===== src/rtl/laser_tx_arbiter.sv =====
// Frame-level arbiter sharing the laser TX stream between distance, status and aux framers.
// Optional stall watchdog (ABORT/FLUSH states) is built when LASER_TX_ARB_WDOG_EN is defined.
module laser_tx_arbiter #(
    parameter int unsigned TIMEOUT_CYC = 1000,
    parameter logic [31:0] ABORT_WORD  = 32'hdeadbeef
) (
    input  logic        clk,
    input  logic        rst,
    input  logic        s0_valid,
    input  logic [31:0] s0_data,
    input  logic        s0_last,
    output logic        s0_ready,
    input  logic        s1_valid,
    input  logic [31:0] s1_data,
    input  logic        s1_last,
    output logic        s1_ready,
    input  logic        s2_valid,
    input  logic [31:0] s2_data,
    input  logic        s2_last,
    output logic        s2_ready,
    input  logic        laser_fifo_in_ready,
    output logic        laser_fifo_in_valid,
    output logic [31:0] laser_fifo_in_data,
    output logic [2:0]  grant,
    output logic        busy,
    output logic [15:0] frame_cnt,
    output logic [15:0] abort_cnt
);

`ifdef LASER_TX_ARB_WDOG_EN
    typedef enum logic [1:0] {IDLE, PASS, ABORT, FLUSH} state_t;
    localparam logic [15:0] STALL_LIMIT = 16'(TIMEOUT_CYC - 1);
`else
    typedef enum logic [0:0] {IDLE, PASS} state_t;
`endif

    state_t      state, state_nxt;
    logic [2:0]  grant_nxt;
    logic [2:0]  winner;
    logic [2:0]  src_ready;
    logic        rr, rr_nxt;          // 0: source 1 preferred, 1: source 2 preferred
    logic        frame_inc;
    logic        sel_valid, sel_last;
    logic [31:0] sel_data;
`ifdef LASER_TX_ARB_WDOG_EN
    logic        abort_inc;
    logic [15:0] stall_cnt;
`endif

    // Granted source's handshake, steered by the one-hot grant register.
    always_comb begin
        sel_valid = 1'b0;
        sel_last  = 1'b0;
        sel_data  = '0;
        if (grant[0]) begin
            sel_valid = s0_valid;
            sel_last  = s0_last;
            sel_data  = s0_data;
        end else if (grant[1]) begin
            sel_valid = s1_valid;
            sel_last  = s1_last;
            sel_data  = s1_data;
        end else if (grant[2]) begin
            sel_valid = s2_valid;
            sel_last  = s2_last;
            sel_data  = s2_data;
        end
    end

    // Source 0 has absolute priority; 1 vs 2 alternate via rr.
    always_comb begin
        winner = 3'b000;
        if (s0_valid)
            winner = 3'b001;
        else if (s1_valid && (!rr || !s2_valid))
            winner = 3'b010;
        else if (s2_valid)
            winner = 3'b100;
    end

    // NOTE: every output of this block gets a default first, so no path can infer a latch.
    always_comb begin
        state_nxt           = state;
        grant_nxt           = grant;
        rr_nxt              = rr;
        frame_inc           = 1'b0;
        src_ready           = 3'b000;
        laser_fifo_in_valid = 1'b0;
        laser_fifo_in_data  = '0;
`ifdef LASER_TX_ARB_WDOG_EN
        abort_inc           = 1'b0;
`endif
        case (state)
            IDLE: begin
                if (|winner) begin
                    grant_nxt = winner;
                    state_nxt = PASS;
                    if (winner[1])
                        rr_nxt = 1'b1;
                    else if (winner[2])
                        rr_nxt = 1'b0;
                end
            end
            PASS: begin
                src_ready           = grant & {3{laser_fifo_in_ready}};
                laser_fifo_in_valid = sel_valid;
                laser_fifo_in_data  = sel_valid ? sel_data : '0;
                if (sel_valid && laser_fifo_in_ready && sel_last) begin
                    frame_inc = 1'b1;
                    grant_nxt = 3'b000;
                    state_nxt = IDLE;
                end
`ifdef LASER_TX_ARB_WDOG_EN
                else if (!sel_valid && stall_cnt == STALL_LIMIT) begin
                    state_nxt = ABORT;
                end
`endif
            end
`ifdef LASER_TX_ARB_WDOG_EN
            ABORT: begin
                laser_fifo_in_valid = 1'b1;
                laser_fifo_in_data  = ABORT_WORD;
                if (laser_fifo_in_ready) begin
                    abort_inc = 1'b1;
                    state_nxt = FLUSH;
                end
            end
            FLUSH: begin
                // Drain the rest of the aborted frame without forwarding it.
                src_ready = grant;
                if ((sel_valid && sel_last) || (!sel_valid && stall_cnt == STALL_LIMIT)) begin
                    grant_nxt = 3'b000;
                    state_nxt = IDLE;
                end
            end
`endif
            default: begin
                grant_nxt = 3'b000;
                state_nxt = IDLE;
            end
        endcase
    end

    // NOTE: sequential state uses non-blocking assignments so all registers update together.
    always_ff @(posedge clk) begin
        if (rst) begin
            state     <= IDLE;
            grant     <= 3'b000;
            rr        <= 1'b0;
            frame_cnt <= '0;
        end else begin
            state <= state_nxt;
            grant <= grant_nxt;
            rr    <= rr_nxt;
            if (frame_inc)
                frame_cnt <= frame_cnt + 16'd1;
        end
    end

`ifdef LASER_TX_ARB_WDOG_EN
    always_ff @(posedge clk) begin
        if (rst) begin
            stall_cnt <= '0;
            abort_cnt <= '0;
        end else begin
            if (state_nxt != state)
                stall_cnt <= '0;
            else if (state == PASS || state == FLUSH)
                stall_cnt <= sel_valid ? 16'd0 : stall_cnt + 16'd1;
            if (abort_inc && abort_cnt != 16'hffff)
                abort_cnt <= abort_cnt + 16'd1;
        end
    end
`else
    assign abort_cnt = '0;
`endif

    assign s0_ready = src_ready[0];
    assign s1_ready = src_ready[1];
    assign s2_ready = src_ready[2];
    assign busy     = (state != IDLE);

endmodule


===== config.mk =====
export PLATFORM = sky130hd
export DESIGN_NAME = laser_tx_arbiter
export DESIGN_NICKNAME = d
export VERILOG_FILES = /design/src/rtl/laser_tx_arbiter.sv
export SDC_FILE = /design/constraint.sdc
export NUM_CORES = 1
export LEC_CHECK = 0
export BUFFER_PORTS_ARGS = -buffer_cell sky130_fd_sc_hd__buf_2
export CAP_MARGIN = 20
export CELL_PAD_IN_SITES_DETAIL_PLACEMENT = 2
export CELL_PAD_IN_SITES_GLOBAL_PLACEMENT = 2
export CORE_MARGIN = 5
export CORE_UTILIZATION = 20
export DETAILED_ROUTE_END_ITERATION = 7
export MAX_ROUTING_LAYER = met4
export PLACE_DENSITY = 0.86
export SLEW_MARGIN = 40
export SYNTH_ARGS = -nofsm -noshare
export SYNTH_HDL_FRONTEND = slang
export SYNTH_SLANG_ARGS = --single-unit

===== constraint.sdc =====
create_clock -name clk -period 5.3 [get_ports clk]
set_clock_uncertainty 0.2 [all_clocks]
set_input_delay 0.53 -clock clk [delete_from_list [all_inputs] [get_ports clk]]
set_output_delay 0.53 -clock clk [all_outputs]
set_load 0.02 [all_outputs]

==> implementation parameters <==
Parameter                              Value

Cells and area
  Fraction of final layout cells with drive strength greater than 1    between 40 and 50%
  Diode count    0
  Core occupancy in the finished layout    30.18%
  Synth-to-layout area growth    45.63%
  Final net count    482
  Post-route design area    0.002815 mm2
  FF/Latch Area    around 420 um2
  Post-route insts no fill    between 500 and 600
  Filler instances    1144
  Total area of multi-input combinational cells    0.001325 mm2

Global routing
  Maximum number of pins on one net before global-route repair    40
  Initial antenna violation count    0
  Gr ovfl total    0
  Total GRT Usage    15.92%
  Global-route wire length before repair    14570 um
  Via count of the first global-routing pass    between 2k and 3k

Placed design
  DP HPWL    7421 um
  Placed instance area    approximately 0.0028 mm2
  Placer congestion estimate    ~0.75
  Place WS    2.501 ns
  # port buffers    160
  Dpl cells    499

STA
  Worst slew margin relative to its limit    57.47%
  Worst hold margin    0.2875 ns
  Summed negative setup slack over all endpoints    0 ns
  Transition time at the pin with the least slew margin    0.6357 ns
  Tcrit/Tclk final    a little under three fifths
  Total count of hold-check failures in the final report    0
  Number of setup violations in the final report    0
  Post-layout minimum cycle time    3.005 ns
  Final worst setup slack    2.295 ns
  RSZ-0062 raised after global routing    no
  Slew Viols, Final    0
  Highest achievable clock rate    332.8 MHz

Job
  Total of max-cap violations    0

Floorplanning
  Horizontal die dimension    108.3 um
  Die height    approximately 110 um
  Initial standard-cell utilization of the core    about 21%
  Core Region    between 0.009 and 0.01 mm2
  Row cnt    35
  Die Area    approximately 0.012 mm2
  Boundary pin count    177

Worst setup path
  Sequence of cells on the critical path    buf_4, a21o_1, nor2_1, nor2_2, buf_4, o211a_1, buf_2
  Largest stage delay, worst path    0.50 ns
  Dominant delay contributor by cell family on the critical path    buffers and inverters
  Crit Path Max Fanout    39
  Critical-path top delay cell    sky130_fd_sc_hd__nor2_1
  Start-to-end type of the worst setup path    flip-flop to output port
  Sum of buffers and inverters on the critical path    3
  Critical Path AT    ~2.3 ns
  Sort of element at the end of the critical path    output port
  Data required time at the worst endpoint    4.57 ns
  Most repeated library cell on the critical path    sky130_fd_sc_hd__buf_4
  Nature of the critical path startpoint    flip-flop

Logic synthesis
  Warnings from Yosys    0
  Cell Area, Synth    ~0.0019 mm2
  Post-synth EDFFs    0
  Prevailing post-synth register cell    sky130_fd_sc_hd__dfxtp_1
  Average instance area after synthesis    8.332 um2
  Proportion of synthesized flip-flops having asynchronous set or reset    0%
  Unique cell type count in the Yosys netlist    33
  Portion of synthesized cell area occupied by the leading cell type    21.75%
  Number of synthesized register bits    21
  Most common library cells after synthesis    sky130_fd_sc_hd__a221o_1, sky130_fd_sc_hd__o211a_1, sky130_fd_sc_hd__clkbuf_1
  Sequential element share of the synthesized area    21.75%
  Top area cells in the synthesized netlist    sky130_fd_sc_hd__dfxtp_1, sky130_fd_sc_hd__a221o_1, sky130_fd_sc_hd__o211a_1, sky130_fd_sc_hd__buf_4, sky130_fd_sc_hd__a21oi_1
  Synthesized instance count    232
  Biggest area consumer among synthesized cells    sky130_fd_sc_hd__dfxtp_1
  Most used standard cell by instance count after synthesis    sky130_fd_sc_hd__a221o_1

Clocking
  CTS buffer count    3
  Post-CTS sizing    0
  Cell at the root of the clock tree    sky130_fd_sc_hd__clkbuf_8
  Post-CTS Hold Buffers    0
  Postcts setup bufs    0
  Clk buf depth    2
  CTS tree    built
  Number of H-tree levels    1
  Number of sinks on the clock net    21
  Clk_lat worst skew    approximately 0.26 ns
  Worst-path clk slew    approximately 0.08 ns

Status
  Result of the run    complete, no violations

Hold path
  Path class of the lowest-slack min-delay path    flip-flop to flip-flop

Drt
  Routed vias    approximately 2.6k
  Number of vias per cell after detailed routing    5.117
  Routed Wire Length    9552 um
  Count of nets left with antenna violations after detail routing    0
  Final routed wire length divided by cell count    18.95 um
  DR iter-0 viols    111
  Count of unresolved DRC violations after routing    0
  Number of detailed-route iterations in the first pass    5

Pwr
  Power Density    144.9 mW/mm2
  Total power consumption of the routed design    0.4080 mW
  Worst voltage drop across the vdd grid    0.09438 mV
  Leakage component of the power    1.600 nW
[path summary, 6_finish.rpt]
path                                    start               endpoint  slack, ns  depth (start not counted)
worst max-delay path                 grant[1]  laser_fifo_in_data[1]       2.29                          7
worst min-delay path            frame_cnt[15]          frame_cnt[15]       0.29                          2
worst max register to register       grant[0]          frame_cnt[14]       2.66                          5
worst min register to register  frame_cnt[15]          frame_cnt[15]       0.29                          2
[per-layer routing]
layer | track usage (%) | vias up | share of wire (%)
li1 | - | 1208 | -
met1 | 18.65 | 1275 | 40
met2 | 28.82 | 90 | 54
met3 | 2.567 | 6 | 4.9
met4 | 3.066 | 0 | 1.2
met5 | - | - | 0
[tightest hold or removal path, delay by kind of cell, from the launching register on]
family / cells / cell delay, ns
compound gates: 2 / 0.12
flops: 1 / 0.32
[cell type report]
type	instances	share of cell area, %
Clock inverter	1	0.1778
Tap cell	129	5.733
Clock buffer	3	1.467
Inverter	3	0.4000
Timing Repair Buffer	167	30.22
Sequential cell	21	14.93
Multi-Input combinational cell	180	47.07
[power by group]
| part | total (mW) | switching (mW) | internal, mW |
|---|---|---|---|
| combinational | 0.138 | 0.0791 | 0.0589 |
| sequential | 0.164 | 0.00383 | 0.160 |
| clock | 0.106 | 0.0539 | 0.0524 |
[cells in the final DEF (no fill, tap or decap), drive strengths merged, types with 5 or more instances in the layout]
cell and instances:
dfxtp 21, buf 167, nand2 8, conb 16, nand3 6, o21ai 5
a221o 33, nor2 5, o31ai 13, a21oi 21, or4 13, o211a 32
[registers in the layout, indices dropped and copies added, names as in the netlist]
name	cells
busy	1
frame_cnt	16
grant	3
rr	1
[logic make-up after synthesis]
logic type	share of synthesized area, %
AOI/OAI and AO/OA	47.70
DFF	21.75
adders and majority gates	0.6471
other	0.1940
buffers and inverters	12.94
and+or+nand+nor	16.76
No activity file was read; power rests on OpenSTA's default activity.
